$ cat src/rtl/axi_arbiter_if.sv
// AXI4 channel bundle shared by the arbiter's master-side ports and its downstream port.
// Carries only the fields the arbiter forwards: address/length, data/strobe/last, response.
interface axi_if #(
  parameter int ADDR_W = 32,
  parameter int DATA_W = 32
);
  logic [ADDR_W-1:0]   araddr;
  logic [7:0]          arlen;
  logic                arvalid;
  logic                arready;
  logic [DATA_W-1:0]   rdata;
  logic [1:0]          rresp;
  logic                rlast;
  logic                rvalid;
  logic                rready;
  logic [ADDR_W-1:0]   awaddr;
  logic [7:0]          awlen;
  logic                awvalid;
  logic                awready;
  logic [DATA_W-1:0]   wdata;
  logic [DATA_W/8-1:0] wstrb;
  logic                wlast;
  logic                wvalid;
  logic                wready;
  logic [1:0]          bresp;
  logic                bvalid;
  logic                bready;

  modport master (
    output araddr, arlen, arvalid, input arready,
    input rdata, rresp, rlast, rvalid, output rready,
    output awaddr, awlen, awvalid, input awready,
    output wdata, wstrb, wlast, wvalid, input wready,
    input bresp, bvalid, output bready
  );

  modport slave (
    input araddr, arlen, arvalid, output arready,
    output rdata, rresp, rlast, rvalid, input rready,
    input awaddr, awlen, awvalid, output awready,
    input wdata, wstrb, wlast, wvalid, output wready,
    output bresp, bvalid, input bready
  );
endinterface

$ cat src/rtl/axi_arbiter.sv
// Two-master to one-slave AXI arbiter with exactly one transaction in flight downstream.
// Handshakes: a beat moves on a channel only in a cycle where both valid and ready are high.
module axi_arbiter #(
  parameter bit RR_EN       = 1'b1,
  parameter bit FIRST_GRANT = 1'b0,
  parameter int ADDR_W      = 32,
  parameter int DATA_W      = 32
) (
  input  logic       clk,
  input  logic       rst_n,
  axi_if.slave       s_axi0,
  axi_if.slave       s_axi1,
  axi_if.master      m_axi,
  output logic [2:0] dbg_state
);

  typedef enum logic [2:0] {
    S_IDLE  = 3'd0,
    S_RADDR = 3'd1,
    S_RDATA = 3'd2,
    S_WADDR = 3'd3,
    S_WDATA = 3'd4,
    S_WRESP = 3'd5
  } state_t;

  state_t state_q, state_d;
  logic   owner_q, owner_d;
  logic   last_q, last_d;

  logic                own_arvalid, own_rready, own_awvalid, own_wvalid, own_wlast, own_bready;
  logic [ADDR_W-1:0]   own_araddr, own_awaddr;
  logic [7:0]          own_arlen, own_awlen;
  logic [DATA_W-1:0]   own_wdata;
  logic [DATA_W/8-1:0] own_wstrb;

  logic                to_arready, to_awready, to_wready, to_rvalid, to_rlast, to_bvalid;
  logic [DATA_W-1:0]   to_rdata;
  logic [1:0]          to_rresp, to_bresp;

  logic req0, req1, pref, winner, win_rd;

  always_comb begin
    if (owner_q) begin
      own_arvalid = s_axi1.arvalid;
      own_araddr  = s_axi1.araddr;
      own_arlen   = s_axi1.arlen;
      own_rready  = s_axi1.rready;
      own_awvalid = s_axi1.awvalid;
      own_awaddr  = s_axi1.awaddr;
      own_awlen   = s_axi1.awlen;
      own_wvalid  = s_axi1.wvalid;
      own_wdata   = s_axi1.wdata;
      own_wstrb   = s_axi1.wstrb;
      own_wlast   = s_axi1.wlast;
      own_bready  = s_axi1.bready;
    end else begin
      own_arvalid = s_axi0.arvalid;
      own_araddr  = s_axi0.araddr;
      own_arlen   = s_axi0.arlen;
      own_rready  = s_axi0.rready;
      own_awvalid = s_axi0.awvalid;
      own_awaddr  = s_axi0.awaddr;
      own_awlen   = s_axi0.awlen;
      own_wvalid  = s_axi0.wvalid;
      own_wdata   = s_axi0.wdata;
      own_wstrb   = s_axi0.wstrb;
      own_wlast   = s_axi0.wlast;
      own_bready  = s_axi0.bready;
    end
  end

  // Only the channel belonging to the current state is connected; everything else is held at 0.
  always_comb begin
    m_axi.arvalid = 1'b0;
    m_axi.araddr  = '0;
    m_axi.arlen   = '0;
    m_axi.rready  = 1'b0;
    m_axi.awvalid = 1'b0;
    m_axi.awaddr  = '0;
    m_axi.awlen   = '0;
    m_axi.wvalid  = 1'b0;
    m_axi.wdata   = '0;
    m_axi.wstrb   = '0;
    m_axi.wlast   = 1'b0;
    m_axi.bready  = 1'b0;
    to_arready    = 1'b0;
    to_awready    = 1'b0;
    to_wready     = 1'b0;
    to_rvalid     = 1'b0;
    to_rdata      = '0;
    to_rresp      = '0;
    to_rlast      = 1'b0;
    to_bvalid     = 1'b0;
    to_bresp      = '0;
    case (state_q)
      S_RADDR: begin
        m_axi.arvalid = own_arvalid;
        m_axi.araddr  = own_araddr;
        m_axi.arlen   = own_arlen;
        to_arready    = m_axi.arready;
      end
      S_RDATA: begin
        m_axi.rready = own_rready;
        to_rvalid    = m_axi.rvalid;
        to_rdata     = m_axi.rvalid ? m_axi.rdata : '0;
        to_rresp     = m_axi.rresp;
        to_rlast     = m_axi.rlast;
      end
      S_WADDR: begin
        m_axi.awvalid = own_awvalid;
        m_axi.awaddr  = own_awaddr;
        m_axi.awlen   = own_awlen;
        to_awready    = m_axi.awready;
      end
      S_WDATA: begin
        m_axi.wvalid = own_wvalid;
        m_axi.wdata  = own_wdata;
        m_axi.wstrb  = own_wstrb;
        m_axi.wlast  = own_wlast;
        to_wready    = m_axi.wready;
      end
      S_WRESP: begin
        m_axi.bready = own_bready;
        to_bvalid    = m_axi.bvalid;
        to_bresp     = m_axi.bresp;
      end
      default: ;
    endcase
  end

  always_comb begin
    s_axi0.arready = to_arready & ~owner_q;
    s_axi0.awready = to_awready & ~owner_q;
    s_axi0.wready  = to_wready  & ~owner_q;
    s_axi0.rvalid  = to_rvalid  & ~owner_q;
    s_axi0.rdata   = owner_q ? '0 : to_rdata;
    s_axi0.rresp   = owner_q ? '0 : to_rresp;
    s_axi0.rlast   = to_rlast   & ~owner_q;
    s_axi0.bvalid  = to_bvalid  & ~owner_q;
    s_axi0.bresp   = owner_q ? '0 : to_bresp;
    s_axi1.arready = to_arready & owner_q;
    s_axi1.awready = to_awready & owner_q;
    s_axi1.wready  = to_wready  & owner_q;
    s_axi1.rvalid  = to_rvalid  & owner_q;
    s_axi1.rdata   = owner_q ? to_rdata : '0;
    s_axi1.rresp   = owner_q ? to_rresp : '0;
    s_axi1.rlast   = to_rlast   & owner_q;
    s_axi1.bvalid  = to_bvalid  & owner_q;
    s_axi1.bresp   = owner_q ? to_bresp : '0;
  end

  // Round-robin prefers whichever master did not finish the previous transaction.
  always_comb begin
    req0 = s_axi0.arvalid | s_axi0.awvalid;
    req1 = s_axi1.arvalid | s_axi1.awvalid;
    pref = ~last_q;
    if (RR_EN) begin
      winner = (pref ? req1 : req0) ? pref : ~pref;
    end else begin
      winner = ~req0;
    end
    win_rd = winner ? s_axi1.arvalid : s_axi0.arvalid;
  end

  always_comb begin
    state_d = state_q;
    owner_d = owner_q;
    last_d  = last_q;
    case (state_q)
      S_IDLE: begin
        if (req0 || req1) begin
          owner_d = winner;
          state_d = win_rd ? S_RADDR : S_WADDR;
        end
      end
      S_RADDR: if (own_arvalid && m_axi.arready) state_d = S_RDATA;
      S_RDATA: begin
        if (m_axi.rvalid && own_rready && m_axi.rlast) begin
          state_d = S_IDLE;
          last_d  = owner_q;
        end
      end
      S_WADDR: if (own_awvalid && m_axi.awready) state_d = S_WDATA;
      S_WDATA: if (own_wvalid && m_axi.wready && own_wlast) state_d = S_WRESP;
      S_WRESP: begin
        if (m_axi.bvalid && own_bready) begin
          state_d = S_IDLE;
          last_d  = owner_q;
        end
      end
      default: state_d = S_IDLE;
    endcase
  end

  always_ff @(posedge clk or negedge rst_n) begin
    if (!rst_n) begin
      state_q <= S_IDLE;
      owner_q <= FIRST_GRANT;
      last_q  <= ~FIRST_GRANT;
    end else begin
      state_q <= state_d;
      owner_q <= owner_d;
      last_q  <= last_d;
    end
  end

  assign dbg_state = state_q;

endmodule

$ cat src/flat_wrapper.sv
// flat-port wrapper written by rule: the top's interface ports become plain ports
module axi_arbiter_flat 
#(
  parameter bit RR_EN       = 1'b1,
  parameter bit FIRST_GRANT = 1'b0,
  parameter int ADDR_W      = 32,
  parameter int DATA_W      = 32
)
  (clk, rst_n, dbg_state, s_axi0_araddr, s_axi0_arlen, s_axi0_arvalid, s_axi0_arready, s_axi0_rdata, s_axi0_rresp, s_axi0_rlast, s_axi0_rvalid, s_axi0_rready, s_axi0_awaddr, s_axi0_awlen, s_axi0_awvalid, s_axi0_awready, s_axi0_wdata, s_axi0_wstrb, s_axi0_wlast, s_axi0_wvalid, s_axi0_wready, s_axi0_bresp, s_axi0_bvalid, s_axi0_bready, s_axi1_araddr, s_axi1_arlen, s_axi1_arvalid, s_axi1_arready, s_axi1_rdata, s_axi1_rresp, s_axi1_rlast, s_axi1_rvalid, s_axi1_rready, s_axi1_awaddr, s_axi1_awlen, s_axi1_awvalid, s_axi1_awready, s_axi1_wdata, s_axi1_wstrb, s_axi1_wlast, s_axi1_wvalid, s_axi1_wready, s_axi1_bresp, s_axi1_bvalid, s_axi1_bready, m_axi_araddr, m_axi_arlen, m_axi_arvalid, m_axi_arready, m_axi_rdata, m_axi_rresp, m_axi_rlast, m_axi_rvalid, m_axi_rready, m_axi_awaddr, m_axi_awlen, m_axi_awvalid, m_axi_awready, m_axi_wdata, m_axi_wstrb, m_axi_wlast, m_axi_wvalid, m_axi_wready, m_axi_bresp, m_axi_bvalid, m_axi_bready);
  axi_if #(.ADDR_W(ADDR_W), .DATA_W(DATA_W)) s_axi0_i ();
  axi_if #(.ADDR_W(ADDR_W), .DATA_W(DATA_W)) s_axi1_i ();
  axi_if #(.ADDR_W(ADDR_W), .DATA_W(DATA_W)) m_axi_i ();
  input  logic clk;
  input  logic rst_n;
  output logic [2:0] dbg_state;
  input wire logic [$bits(s_axi0_i.araddr)-1:0] s_axi0_araddr;
  input wire logic [$bits(s_axi0_i.arlen)-1:0] s_axi0_arlen;
  input wire logic [$bits(s_axi0_i.arvalid)-1:0] s_axi0_arvalid;
  output wire logic [$bits(s_axi0_i.arready)-1:0] s_axi0_arready;
  output wire logic [$bits(s_axi0_i.rdata)-1:0] s_axi0_rdata;
  output wire logic [$bits(s_axi0_i.rresp)-1:0] s_axi0_rresp;
  output wire logic [$bits(s_axi0_i.rlast)-1:0] s_axi0_rlast;
  output wire logic [$bits(s_axi0_i.rvalid)-1:0] s_axi0_rvalid;
  input wire logic [$bits(s_axi0_i.rready)-1:0] s_axi0_rready;
  input wire logic [$bits(s_axi0_i.awaddr)-1:0] s_axi0_awaddr;
  input wire logic [$bits(s_axi0_i.awlen)-1:0] s_axi0_awlen;
  input wire logic [$bits(s_axi0_i.awvalid)-1:0] s_axi0_awvalid;
  output wire logic [$bits(s_axi0_i.awready)-1:0] s_axi0_awready;
  input wire logic [$bits(s_axi0_i.wdata)-1:0] s_axi0_wdata;
  input wire logic [$bits(s_axi0_i.wstrb)-1:0] s_axi0_wstrb;
  input wire logic [$bits(s_axi0_i.wlast)-1:0] s_axi0_wlast;
  input wire logic [$bits(s_axi0_i.wvalid)-1:0] s_axi0_wvalid;
  output wire logic [$bits(s_axi0_i.wready)-1:0] s_axi0_wready;
  output wire logic [$bits(s_axi0_i.bresp)-1:0] s_axi0_bresp;
  output wire logic [$bits(s_axi0_i.bvalid)-1:0] s_axi0_bvalid;
  input wire logic [$bits(s_axi0_i.bready)-1:0] s_axi0_bready;
  input wire logic [$bits(s_axi1_i.araddr)-1:0] s_axi1_araddr;
  input wire logic [$bits(s_axi1_i.arlen)-1:0] s_axi1_arlen;
  input wire logic [$bits(s_axi1_i.arvalid)-1:0] s_axi1_arvalid;
  output wire logic [$bits(s_axi1_i.arready)-1:0] s_axi1_arready;
  output wire logic [$bits(s_axi1_i.rdata)-1:0] s_axi1_rdata;
  output wire logic [$bits(s_axi1_i.rresp)-1:0] s_axi1_rresp;
  output wire logic [$bits(s_axi1_i.rlast)-1:0] s_axi1_rlast;
  output wire logic [$bits(s_axi1_i.rvalid)-1:0] s_axi1_rvalid;
  input wire logic [$bits(s_axi1_i.rready)-1:0] s_axi1_rready;
  input wire logic [$bits(s_axi1_i.awaddr)-1:0] s_axi1_awaddr;
  input wire logic [$bits(s_axi1_i.awlen)-1:0] s_axi1_awlen;
  input wire logic [$bits(s_axi1_i.awvalid)-1:0] s_axi1_awvalid;
  output wire logic [$bits(s_axi1_i.awready)-1:0] s_axi1_awready;
  input wire logic [$bits(s_axi1_i.wdata)-1:0] s_axi1_wdata;
  input wire logic [$bits(s_axi1_i.wstrb)-1:0] s_axi1_wstrb;
  input wire logic [$bits(s_axi1_i.wlast)-1:0] s_axi1_wlast;
  input wire logic [$bits(s_axi1_i.wvalid)-1:0] s_axi1_wvalid;
  output wire logic [$bits(s_axi1_i.wready)-1:0] s_axi1_wready;
  output wire logic [$bits(s_axi1_i.bresp)-1:0] s_axi1_bresp;
  output wire logic [$bits(s_axi1_i.bvalid)-1:0] s_axi1_bvalid;
  input wire logic [$bits(s_axi1_i.bready)-1:0] s_axi1_bready;
  output wire logic [$bits(m_axi_i.araddr)-1:0] m_axi_araddr;
  output wire logic [$bits(m_axi_i.arlen)-1:0] m_axi_arlen;
  output wire logic [$bits(m_axi_i.arvalid)-1:0] m_axi_arvalid;
  input wire logic [$bits(m_axi_i.arready)-1:0] m_axi_arready;
  input wire logic [$bits(m_axi_i.rdata)-1:0] m_axi_rdata;
  input wire logic [$bits(m_axi_i.rresp)-1:0] m_axi_rresp;
  input wire logic [$bits(m_axi_i.rlast)-1:0] m_axi_rlast;
  input wire logic [$bits(m_axi_i.rvalid)-1:0] m_axi_rvalid;
  output wire logic [$bits(m_axi_i.rready)-1:0] m_axi_rready;
  output wire logic [$bits(m_axi_i.awaddr)-1:0] m_axi_awaddr;
  output wire logic [$bits(m_axi_i.awlen)-1:0] m_axi_awlen;
  output wire logic [$bits(m_axi_i.awvalid)-1:0] m_axi_awvalid;
  input wire logic [$bits(m_axi_i.awready)-1:0] m_axi_awready;
  output wire logic [$bits(m_axi_i.wdata)-1:0] m_axi_wdata;
  output wire logic [$bits(m_axi_i.wstrb)-1:0] m_axi_wstrb;
  output wire logic [$bits(m_axi_i.wlast)-1:0] m_axi_wlast;
  output wire logic [$bits(m_axi_i.wvalid)-1:0] m_axi_wvalid;
  input wire logic [$bits(m_axi_i.wready)-1:0] m_axi_wready;
  input wire logic [$bits(m_axi_i.bresp)-1:0] m_axi_bresp;
  input wire logic [$bits(m_axi_i.bvalid)-1:0] m_axi_bvalid;
  output wire logic [$bits(m_axi_i.bready)-1:0] m_axi_bready;
  assign s_axi0_i.araddr = s_axi0_araddr;
  assign s_axi0_i.arlen = s_axi0_arlen;
  assign s_axi0_i.arvalid = s_axi0_arvalid;
  assign s_axi0_arready = s_axi0_i.arready;
  assign s_axi0_rdata = s_axi0_i.rdata;
  assign s_axi0_rresp = s_axi0_i.rresp;
  assign s_axi0_rlast = s_axi0_i.rlast;
  assign s_axi0_rvalid = s_axi0_i.rvalid;
  assign s_axi0_i.rready = s_axi0_rready;
  assign s_axi0_i.awaddr = s_axi0_awaddr;
  assign s_axi0_i.awlen = s_axi0_awlen;
  assign s_axi0_i.awvalid = s_axi0_awvalid;
  assign s_axi0_awready = s_axi0_i.awready;
  assign s_axi0_i.wdata = s_axi0_wdata;
  assign s_axi0_i.wstrb = s_axi0_wstrb;
  assign s_axi0_i.wlast = s_axi0_wlast;
  assign s_axi0_i.wvalid = s_axi0_wvalid;
  assign s_axi0_wready = s_axi0_i.wready;
  assign s_axi0_bresp = s_axi0_i.bresp;
  assign s_axi0_bvalid = s_axi0_i.bvalid;
  assign s_axi0_i.bready = s_axi0_bready;
  assign s_axi1_i.araddr = s_axi1_araddr;
  assign s_axi1_i.arlen = s_axi1_arlen;
  assign s_axi1_i.arvalid = s_axi1_arvalid;
  assign s_axi1_arready = s_axi1_i.arready;
  assign s_axi1_rdata = s_axi1_i.rdata;
  assign s_axi1_rresp = s_axi1_i.rresp;
  assign s_axi1_rlast = s_axi1_i.rlast;
  assign s_axi1_rvalid = s_axi1_i.rvalid;
  assign s_axi1_i.rready = s_axi1_rready;
  assign s_axi1_i.awaddr = s_axi1_awaddr;
  assign s_axi1_i.awlen = s_axi1_awlen;
  assign s_axi1_i.awvalid = s_axi1_awvalid;
  assign s_axi1_awready = s_axi1_i.awready;
  assign s_axi1_i.wdata = s_axi1_wdata;
  assign s_axi1_i.wstrb = s_axi1_wstrb;
  assign s_axi1_i.wlast = s_axi1_wlast;
  assign s_axi1_i.wvalid = s_axi1_wvalid;
  assign s_axi1_wready = s_axi1_i.wready;
  assign s_axi1_bresp = s_axi1_i.bresp;
  assign s_axi1_bvalid = s_axi1_i.bvalid;
  assign s_axi1_i.bready = s_axi1_bready;
  assign m_axi_araddr = m_axi_i.araddr;
  assign m_axi_arlen = m_axi_i.arlen;
  assign m_axi_arvalid = m_axi_i.arvalid;
  assign m_axi_i.arready = m_axi_arready;
  assign m_axi_i.rdata = m_axi_rdata;
  assign m_axi_i.rresp = m_axi_rresp;
  assign m_axi_i.rlast = m_axi_rlast;
  assign m_axi_i.rvalid = m_axi_rvalid;
  assign m_axi_rready = m_axi_i.rready;
  assign m_axi_awaddr = m_axi_i.awaddr;
  assign m_axi_awlen = m_axi_i.awlen;
  assign m_axi_awvalid = m_axi_i.awvalid;
  assign m_axi_i.awready = m_axi_awready;
  assign m_axi_wdata = m_axi_i.wdata;
  assign m_axi_wstrb = m_axi_i.wstrb;
  assign m_axi_wlast = m_axi_i.wlast;
  assign m_axi_wvalid = m_axi_i.wvalid;
  assign m_axi_i.wready = m_axi_wready;
  assign m_axi_i.bresp = m_axi_bresp;
  assign m_axi_i.bvalid = m_axi_bvalid;
  assign m_axi_bready = m_axi_i.bready;
  axi_arbiter #(.RR_EN(RR_EN), .FIRST_GRANT(FIRST_GRANT), .ADDR_W(ADDR_W), .DATA_W(DATA_W)) u_core (.clk(clk), .rst_n(rst_n), .s_axi0(s_axi0_i), .s_axi1(s_axi1_i), .m_axi(m_axi_i), .dbg_state(dbg_state));
endmodule
$ cat config.mk
export PLATFORM = sky130hd
export DESIGN_NAME = axi_arbiter_flat
export DESIGN_NICKNAME = d
export VERILOG_FILES = /design/src/rtl/axi_arbiter_if.sv /design/src/rtl/axi_arbiter.sv /design/src/flat_wrapper.sv
export SDC_FILE = /design/constraint.sdc
export NUM_CORES = 1
export LEC_CHECK = 0
export ABC_AREA = 1
export ABC_CLOCK_PERIOD_IN_PS = 1600
export BUFFER_PORTS_ARGS = -buffer_cell sky130_fd_sc_hd__buf_2
export CAP_MARGIN = 20
export CELL_PAD_IN_SITES_DETAIL_PLACEMENT = 1
export CELL_PAD_IN_SITES_GLOBAL_PLACEMENT = 1
export CORE_AREA = 2 2 191 193
export DETAILED_ROUTE_END_ITERATION = 12
export DIE_AREA = 0 0 193 195
export GPL_ROUTABILITY_DRIVEN = 0
export PLACE_DENSITY = 0.58
export REMOVE_ABC_BUFFERS = 1
export SLEW_MARGIN = 20
export SYNTH_ARGS = -nofsm -noshare
export SYNTH_HDL_FRONTEND = slang
export SYNTH_SLANG_ARGS = --single-unit
$ cat constraint.sdc
create_clock -name clk -period 1.6 [get_ports clk]
set_clock_uncertainty 0.15 [all_clocks]
set_input_delay 0 -clock clk [delete_from_list [all_inputs] [get_ports clk]]
set_output_delay 0 -clock clk [all_outputs]
set_load 0.1 [all_outputs]
==> results.json, run 1 <==
{
  "status": "finished with violations",
  "violations": "setup timing",
  "grt_util_met3": 0.0417,
  "layout.nets": 1577,
  "worstPathCellList": "buf_6, nor2_4, inv_2, nor2_4, inv_8, buf_16, a21oi_2, buf_4, buf_12",
  "swShare": 0.612,
  "cts_buffers": 3,
  "setup_slack_ps": -355,
  "grt_max_degree": 33,
  "grt.busiest_layer": "met2",
  "pin_count": 497,
  "portBuffers": 496,
  "hold_violations": 0,
  "setup_viol": 211,
  "drt_iter0_markers": 132,
  "yosysWarningCount": 0,
  "final.period_utilization": 1.22,
  "ir_worst_vdd_v": 0.000864,
  "avgSynthCellArea_um2": 4.32,
  "start_util": 0.0852,
  "wl_per_cell_um": 18.3,
  "leakagePower_nw": 6.12,
  "die_h_um": 195,
  "criticalPathCategory": "reg2out",
  "worst_setup_path_start_kind": "flip-flop",
  "fin_util": 0.364,
  "grt_usage": 0.149,
  "min_path_type": "in2async",
  "totalWireLength_mm": 32.0,
  "p_sw_mw": 13.0,
  "grt_pass1_vias": 7260,
  "firstDrtPassIters": 4,
  "antenna_found_initial": 6,
  "overflow": 0,
  "ant_nets": 0,
  "cts_tree": "built",
  "ys_top_cells_by_area": "nand2_1, a21oi_1, inv_1",
  "use_met2": 0.295,
  "clkPwrFrac": 0.019,
  "cpPeakStageDelay_ps": 400,
  "rsz0062_at_grt": "true",
  "die_w_um": 193,
  "required_ps": 1450,
  "layout-drive-gt1-share": 0.722,
  "synth_top_area_share": 0.438,
  "cts_sinks": 5,
  "grt_pass1_wl_mm": 42.5,
  "ys_seq_area_frac": 0.0419,
  "cts_buffer_depth": 2,
  "worstPathMaxFanout": 10,
  "crit_path_end_kind": "output pin",
  "clk_pin_slew_ps": 30,
  "fin_hold_ws_ps": 58.1,
  "relSlewSlack": 0.648,
  "area_growth_pct": 327,
  "route.detailed.drc": 0,
  "combPwrFrac": 0.966,
  "htreeDepth": 1,
  "worst_path_most_repeated_cell": "nor2_4",
  "yosysTopAreaCell": "nand2_1",
  "core_mm2": 0.0354,
  "fin_crit_ps": 1950,
  "seq_power_share": 0.015,
  "placementRows": 69,
  "cap_violations": 0,
  "cp.arrival_ps": 1800,
  "power_per_cell_area_mw_per_mm2": 1640,
  "p_int_mw": 8.23,
  "clk_latency_ps": 230,
  "cts_root_buf": "clkbuf_16",
  "vias": 6857,
  "met1_usage": 0.152,
  "synthCells": 699,
  "slew_violations": 0,
  "ys_seq_elements": 5,
  "die_area_mm2": 0.0376,
  "post_synth_num_cell_types": 18,
  "worst_path_max_delay_cell": "dfrtp_1",
  "max_freq_mhz": 512,
  "worst_slew_pin_slew_ps": 531,
  "tns_ps": -56470,
  "synth_area_mm2": 0.00302,
  "via_per_inst": 3.91,
  "place.detailed.hpwl_mm": 22.0
}
[power groups by stage]
stage                     registers, mW  clock network (mW)  logic, mW
after CTS                         0.306               0.417       18.2
after global placement            0.287                   0       15.0
after floorplan                   0.715                   0       7.89
after global routing              0.325               0.428       21.3
final                             0.316               0.411       20.5
after detailed placement          0.295                   0       15.2
[worst paths after layout]
path                                          start                   to  slack, ps  cells past startpoint
worst max-delay path            u_core.dbg_state[1]      m_axi_wdata[13]       -350                      9
worst min-delay path                          rst_n  u_core.dbg_state[1]         60                      2
worst max register to register  u_core.dbg_state[1]  u_core.dbg_state[0]       -270                     12
worst min register to register        u_core.last_q        u_core.last_q        380                      2
max in group asynchronous                     rst_n        u_core.last_q       1020                      2
min in group clk                     s_axi0_awvalid       u_core.owner_q         90                      4
[metrics by stage]
stage	power [mW]	instance area, µm²	std cells	worst slack, ps
final	21.2	12900	1753	-355
after detailed placement	15.5	9660	1688	-251
after CTS	18.9	11500	1725	-329
after global placement	15.3	9660	1688	-150
after floorplan	8.60	2750	652	-5260
after global routing	22.1	12900	1750	-427
[cell families (layout without fill, tap and decap cells)]
group	after synthesis	after routing	share of synthesized area
and+or+nand+nor	460	460	0.599
buffers and inverters	149	738	0.218
AOI/OAI and AO/OA	85	85	0.141
DFF	5	5	0.0419
other	0	4	0
[critical path: cells and delay by family (launching register included)]
family                 cells  cell delay [ps]
buffers and inverters      6              770
AND/OR/NAND/NOR            2              250
AO/OA/AOI/OAI              1              130
flip-flops                 1              400
[registers in the layout, indices dropped and copies added (netlist names)]
signal,cells
u_core.dbg_state,3
u_core.owner_q,1
u_core.last_q,1
[per-layer routing]
| layer | vias to the layer above | share of wire |
|---|---|---|
| met5 | - | 0.00084 |
| met4 | 4 | 0.021 |
| met3 | 34 | 0.074 |
| met2 | 297 | 0.55 |
| met1 | 3247 | 0.35 |
| li1 | 3275 | - |
[synthesized netlist by cell type]
master and number:
inv_2 6, buf_4 7, nor3_1 18, inv_4 1
dfrtp_1 4, nand3_1 10, buf_6 7, inv_1 95
nand3_2 1, a21oi_1 82, nor2_1 75, nor3_4 3
nand2_1 352, buf_2 13, clkbuf_1 20, o21ai_0 3
dfstp_2 1, nor2_2 1
[what timing repair did]
action / 4_1_cts / 5_1_grt
buffers inserted: 16 / 17
pin swaps: 18 / 13
hold buffers: 1 / 0
setup endpoints to repair: 209 / 210
resized for setup: 295 / 256
hold endpoints to repair: 5 / 0
gates cloned: 19 / 15
[placed cells by master, fill, tap and decap left out, drive strengths merged]
master / count
nand3: 11
dfstp: 1
dlygate4sd3: 1
clkbuf: 15
nor3: 21
nand2: 352
dfrtp: 4
a21oi: 82
o21ai: 3
diode: 4
nor2: 76
clkinvlp: 1
buf: 618
clkinv: 3
inv: 100
[layout make-up]
cell class	count	area, µm²
Fill cell	4080	22500
Timing Repair Buffer	630	7550
Multi-Input combinational cell	545	4050
Tap cell	461	577
Inverter	102	459
Sequential cell	5	133
Clock buffer	4	78.8
Timing Repair inverter	2	32.5
Antenna cell	4	10.0
Power figures use the tool's default switching activity.
==> run 2: changes to the inputs <==
--- a/config.mk
+++ b/config.mk
@@ -6,16 +6,16 @@
 export NUM_CORES = 1
 export LEC_CHECK = 0
 export ABC_AREA = 1
-export ABC_CLOCK_PERIOD_IN_PS = 1600
+export ABC_CLOCK_PERIOD_IN_PS = 2050
 export BUFFER_PORTS_ARGS = -buffer_cell sky130_fd_sc_hd__buf_2
 export CAP_MARGIN = 20
 export CELL_PAD_IN_SITES_DETAIL_PLACEMENT = 1
 export CELL_PAD_IN_SITES_GLOBAL_PLACEMENT = 1
-export CORE_AREA = 2 2 191 193
+export CORE_AREA = 2 2 195 197
 export DETAILED_ROUTE_END_ITERATION = 12
-export DIE_AREA = 0 0 193 195
+export DIE_AREA = 0 0 197 199
 export GPL_ROUTABILITY_DRIVEN = 0
-export PLACE_DENSITY = 0.58
+export PLACE_DENSITY = 0.55
 export REMOVE_ABC_BUFFERS = 1
 export SLEW_MARGIN = 20
 export SYNTH_ARGS = -nofsm -noshare
==> constraint.sdc (replaced) <==
create_clock -name clk -period 2.05 [get_ports clk]
set_clock_uncertainty 0.15 [all_clocks]
set_input_delay 0 -clock clk [delete_from_list [all_inputs] [get_ports clk]]
set_output_delay 0 -clock clk [all_outputs]
set_load 0.1 [all_outputs]
==> results.json, run 2 (same netlist as run 1, synthesis figures left out) <==
{
  "status": "finished, final reports clean",
  "required_ps": 1900,
  "wl_per_cell_um": 15.4,
  "tns_ps": 0,
  "die_h_um": 199,
  "final.period_utilization": 0.976,
  "stdcell_area_mm2": 0.00998,
  "area_growth_pct": 231,
  "cpPeakStageDelay_ps": 560,
  "slew_violations": 0,
  "antenna_found_initial": 7,
  "ir_worst_vdd_v": 0.000621,
  "die_w_um": 197,
  "place.detailed.hpwl_mm": 21.3,
  "worstPathMaxFanout": 25,
  "clk_latency_ps": 230,
  "drt_iter0_markers": 95,
  "cts_buffers": 3,
  "totalWireLength_mm": 25.7,
  "seq_power_share": 0.022,
  "grt_usage": 0.121,
  "max_freq_mhz": 500,
  "grt_max_degree": 59,
  "worstPathCellList": "buf_16, nor3_4, buf_12, buf_8, inv_12, nor2_4, buf_12",
  "cts_root_buf": "clkbuf_16",
  "largest_register_ffs": 3,
  "combPwrFrac": 0.951,
  "cts_buffer_depth": 2,
  "placementRows": 71,
  "vias": 6254,
  "fin_crit_ps": 2000,
  "leakagePower_nw": 5.04,
  "overflow": 0,
  "clk_pin_slew_ps": 30,
  "clkPwrFrac": 0.027,
  "route.detailed.drc": 0,
  "criticalPathCategory": "reg2out",
  "setup_viol": 0,
  "rsz0062_at_grt": "true",
  "layout.nets": 1478,
  "p_sw_mw": 8.17,
  "worst_setup_path_start_kind": "flip-flop",
  "layout-drive-gt1-share": 0.540,
  "fillers": 4522,
  "firstDrtPassIters": 4,
  "crit_path_end_kind": "output pin",
  "htreeDepth": 1,
  "dpl-instance-area_mm2": 0.00914,
  "layout_common_cells": "nand2_1, buf_2, buf_12",
  "p_int_mw": 4.11,
  "start_util": 0.0812,
  "fin_util": 0.269,
  "core_mm2": 0.0371,
  "layout_commonest_cell": "nand2_1",
  "hold_violations": 0,
  "relSlewSlack": 0.645,
  "cts_sinks": 5,
  "min_path_type": "in2async",
  "worst_path_max_delay_cell": "dfrtp_4",
  "power_per_cell_area_mw_per_mm2": 1230,
  "cp.arrival_ps": 1850,
  "worst_path_most_repeated_cell": "buf_12",
  "via_per_inst": 3.76,
  "cts_tree": "built",
  "worst_slew_pin_slew_ps": 537,
  "cap_violations": 0,
  "swShare": 0.665,
  "portBuffers": 496,
  "ant_nets": 0,
  "die_area_mm2": 0.0392,
  "grt_pass1_vias": 6594,
  "pin_count": 497,
  "grt_pass1_wl_mm": 37.0,
  "fin_hold_ws_ps": 1.86
}
==> run 2: what timing repair did <==
item                       4_1_cts  5_1_grt
hold endpoints to repair         5        0
cloned                           2        1
hold buffers                     1        0
setup endpoints to repair      129      154
gates resized for setup         88       63
pin swaps                        4        4
setup buffers                   11        2
==> run 2: final timing paths <==
| path | cells past startpoint | from | end | slack (ps) |
|---|---|---|---|---|
| max reg2reg | 8 | u_core.owner_q | u_core.dbg_state[0] | 160 |
| min in group clk | 5 | s_axi1_awvalid | u_core.owner_q | 70 |
| min | 2 | rst_n | u_core.owner_q | 2 |
| max | 7 | u_core.owner_q | s_axi0_rdata[12] | 50 |
| max in group asynchronous | 2 | rst_n | u_core.last_q | 1530 |
| min reg2reg | 2 | u_core.last_q | u_core.last_q | 380 |
==> run 2: layout make-up <==
cell class                      instances  area (µm²)  share of cell area
Timing Repair inverter                  2        27.5             0.00276
Inverter                              102         424              0.0425
Sequential cell                         5         134              0.0134
Antenna cell                            2        5.00            0.000502
Clock buffer                            4        78.8             0.00790
Tap cell                              474         593              0.0594
Timing Repair Buffer                  531        5990               0.600
Multi-Input combinational cell        545        2730               0.273
==> run 2: layer usage <==
metal / GRT usage / vias to the layer above / share of wire
li1: - / 3052 / -
met1: 0.126 / 2873 / 0.36
met2: 0.243 / 296 / 0.55
met3: 0.0307 / 25 / 0.076
met4: 0.0251 / 8 / 0.015
met5: 0 / - / 0.0020
==> run 2: critical path, delay by kind of cell, from the launching register on <==
kind                   cells  cell delay [ps]
buffers and inverters      5              710
DFF                        1              560
and+or+nand+nor            2              330
==> run 2: through the flow <==
stage | cells | power, mW | worst slack [ps]
after floorplan | 652 | 7.06 | -4810
after global placement | 1642 | 11.4 | 92.5
after detailed placement | 1642 | 11.5 | 42.7
after CTS | 1660 | 12.1 | -86.3
after global routing | 1665 | 12.9 | -89.0
final | 1665 | 12.3 | 49.4
==> run 2: power by group through the flow <==
stage / Clock [mW] / Sequential [mW] / Combinational (mW)
after floorplan: 0 / 0.591 / 6.47
after global placement: 0 / 0.235 / 11.2
after detailed placement: 0 / 0.241 / 11.2
after CTS: 0.330 / 0.242 / 11.5
after global routing: 0.343 / 0.275 / 12.3
final: 0.334 / 0.266 / 11.7
==> run 3: changes to the inputs <==
--- a/config.mk
+++ b/config.mk
@@ -15,9 +15,9 @@
 export DETAILED_ROUTE_END_ITERATION = 12
 export DIE_AREA = 0 0 197 199
 export GPL_ROUTABILITY_DRIVEN = 0
+export MAX_ROUTING_LAYER = met4
 export PLACE_DENSITY = 0.55
 export REMOVE_ABC_BUFFERS = 1
-export SLEW_MARGIN = 20
 export SYNTH_ARGS = -nofsm -noshare
 export SYNTH_HDL_FRONTEND = slang
 export SYNTH_SLANG_ARGS = --single-unit
==> results.json, run 3 (same netlist as run 1, synthesis figures left out) <==
{
  "status": "finished, final reports clean",
  "cap_violations": 0,
  "crit_path_end_kind": "output pin",
  "route.detailed.drc": 0,
  "clk_latency_ps": 230,
  "min_path_type": "in2async",
  "fillers": 4521,
  "portBuffers": 496,
  "cts_root_buf": "clkbuf_16",
  "via_per_inst": 3.75,
  "placementRows": 71,
  "cts_buffers": 3,
  "fin_hold_ws_ps": 1.83,
  "cp.arrival_ps": 1850,
  "cts_buffer_depth": 2,
  "totalWireLength_mm": 25.8,
  "relSlewSlack": 0.645,
  "firstDrtPassIters": 4,
  "overflow": 0,
  "place.detailed.hpwl_mm": 21.3,
  "largest_register_ffs": 3,
  "grt_usage": 0.125,
  "antenna_found_initial": 7,
  "cts_tree": "built",
  "layout_commonest_cell": "nand2_1",
  "criticalPathCategory": "reg2out",
  "worst_path_max_delay_cell": "dfrtp_4",
  "die_h_um": 199,
  "layout_common_cells": "nand2_1, buf_2, buf_12",
  "power_per_cell_area_mw_per_mm2": 1230,
  "fin_crit_ps": 2000,
  "grt_pass1_vias": 6620,
  "core_mm2": 0.0371,
  "worstPathMaxFanout": 25,
  "grt_max_degree": 59,
  "start_util": 0.0812,
  "pin_count": 497,
  "cpPeakStageDelay_ps": 560,
  "wl_per_cell_um": 15.4,
  "drt_iter0_markers": 104,
  "die_area_mm2": 0.0392,
  "vias": 6255,
  "grt_pass1_wl_mm": 36.9,
  "layout.nets": 1478,
  "worstPathCellList": "buf_16, nor3_4, buf_12, buf_8, inv_12, nor2_4, buf_12",
  "layout-drive-gt1-share": 0.542,
  "worst_setup_path_start_kind": "flip-flop",
  "required_ps": 1900,
  "cts_sinks": 5,
  "worst_path_most_repeated_cell": "buf_12",
  "rsz0062_at_grt": "true",
  "clk_pin_slew_ps": 30,
  "setup_viol": 0,
  "max_freq_mhz": 500,
  "seqCellArea_um2": 134,
  "multi_input_area_mm2": 0.00274,
  "htreeDepth": 1,
  "slew_violations": 0,
  "fin_util": 0.269,
  "die_w_um": 197,
  "final.period_utilization": 0.976,
  "area_growth_pct": 232,
  "leakagePower_nw": 5.04,
  "worst_slew_pin_slew_ps": 536,
  "hold_violations": 0,
  "ir_worst_vdd_v": 0.000621,
  "ant_nets": 0
}
## run 3: layout make-up
cell class	instances	area share
multi-input cells	545	0.274
repair inverters	2	0.00275
repair buffers	531	0.599
diodes	7	0.00175
well taps	474	0.0593
inverters	102	0.0424
flip-flops and latches	5	0.0134
clock buffers	4	0.00788
## run 3: worst paths after layout
| path | start | to | slack, ps | depth (start not counted) |
|---|---|---|---|---|
| max | u_core.owner_q | s_axi0_rdata[12] | 50 | 7 |
| min | rst_n | u_core.owner_q | 2 | 2 |
| max reg2reg | u_core.owner_q | u_core.dbg_state[0] | 160 | 8 |
| min reg2reg | u_core.last_q | u_core.last_q | 380 | 2 |
| max in group asynchronous | rst_n | u_core.last_q | 1530 | 2 |
| min in group clk | s_axi1_awvalid | u_core.owner_q | 70 | 5 |
## run 3: where the power goes
| part | total (mW) | switching [mW] | internal, mW | leakage [nW] |
|---|---|---|---|---|
| Sequential | 0.268 | 0.102 | 0.165 | 0.0551 |
| Clock | 0.335 | 0.0762 | 0.259 | 0.0382 |
| Combinational | 11.7 | 8.00 | 3.69 | 4.95 |
| Total | 12.3 | 8.18 | 4.11 | 5.04 |
## run 3: per-layer routing
layer	up-vias	track usage	wire length (µm)
li1	3064	-	-
met1	2879	0.130	9570
met2	295	0.244	14100
met3	17	0.0231	1720
met4	0	0.0251	329
met5	-	-	0
## run 3: through the flow
step | cell area (µm²) | power (mW) | cells | TNS (ps) | setup WS [ps]
5_1_grt | 10000 | 12.9 | 1670 | -3690 | -90.4
2_1_floorplan | 2750 | 7.06 | 652 | -647830 | -4810
6_report | 10000 | 12.3 | 1670 | 0 | 48.8
3_5_place_dp | 9140 | 11.5 | 1642 | 0 | 42.7
3_3_place_gp | 9140 | 11.4 | 1642 | 0 | 92.5
4_1_cts | 9690 | 12.1 | 1660 | -410 | -86.3
## run 3: repair_timing
item / 4_1_cts / 5_1_grt
resized for setup: 88 / 66
pin swaps: 4 / 4
buffers inserted: 11 / 2
cloned: 2 / 1
setup endpoints to repair: 129 / 154
hold buffers: 1 / 0
hold endpoints to repair: 5 / 0
## run 3: critical path: cells and delay by family (launching register included)
kind | cells | cell delay [ps]
buf+inv | 5 | 710
flops | 1 | 560
simple gates | 2 | 330
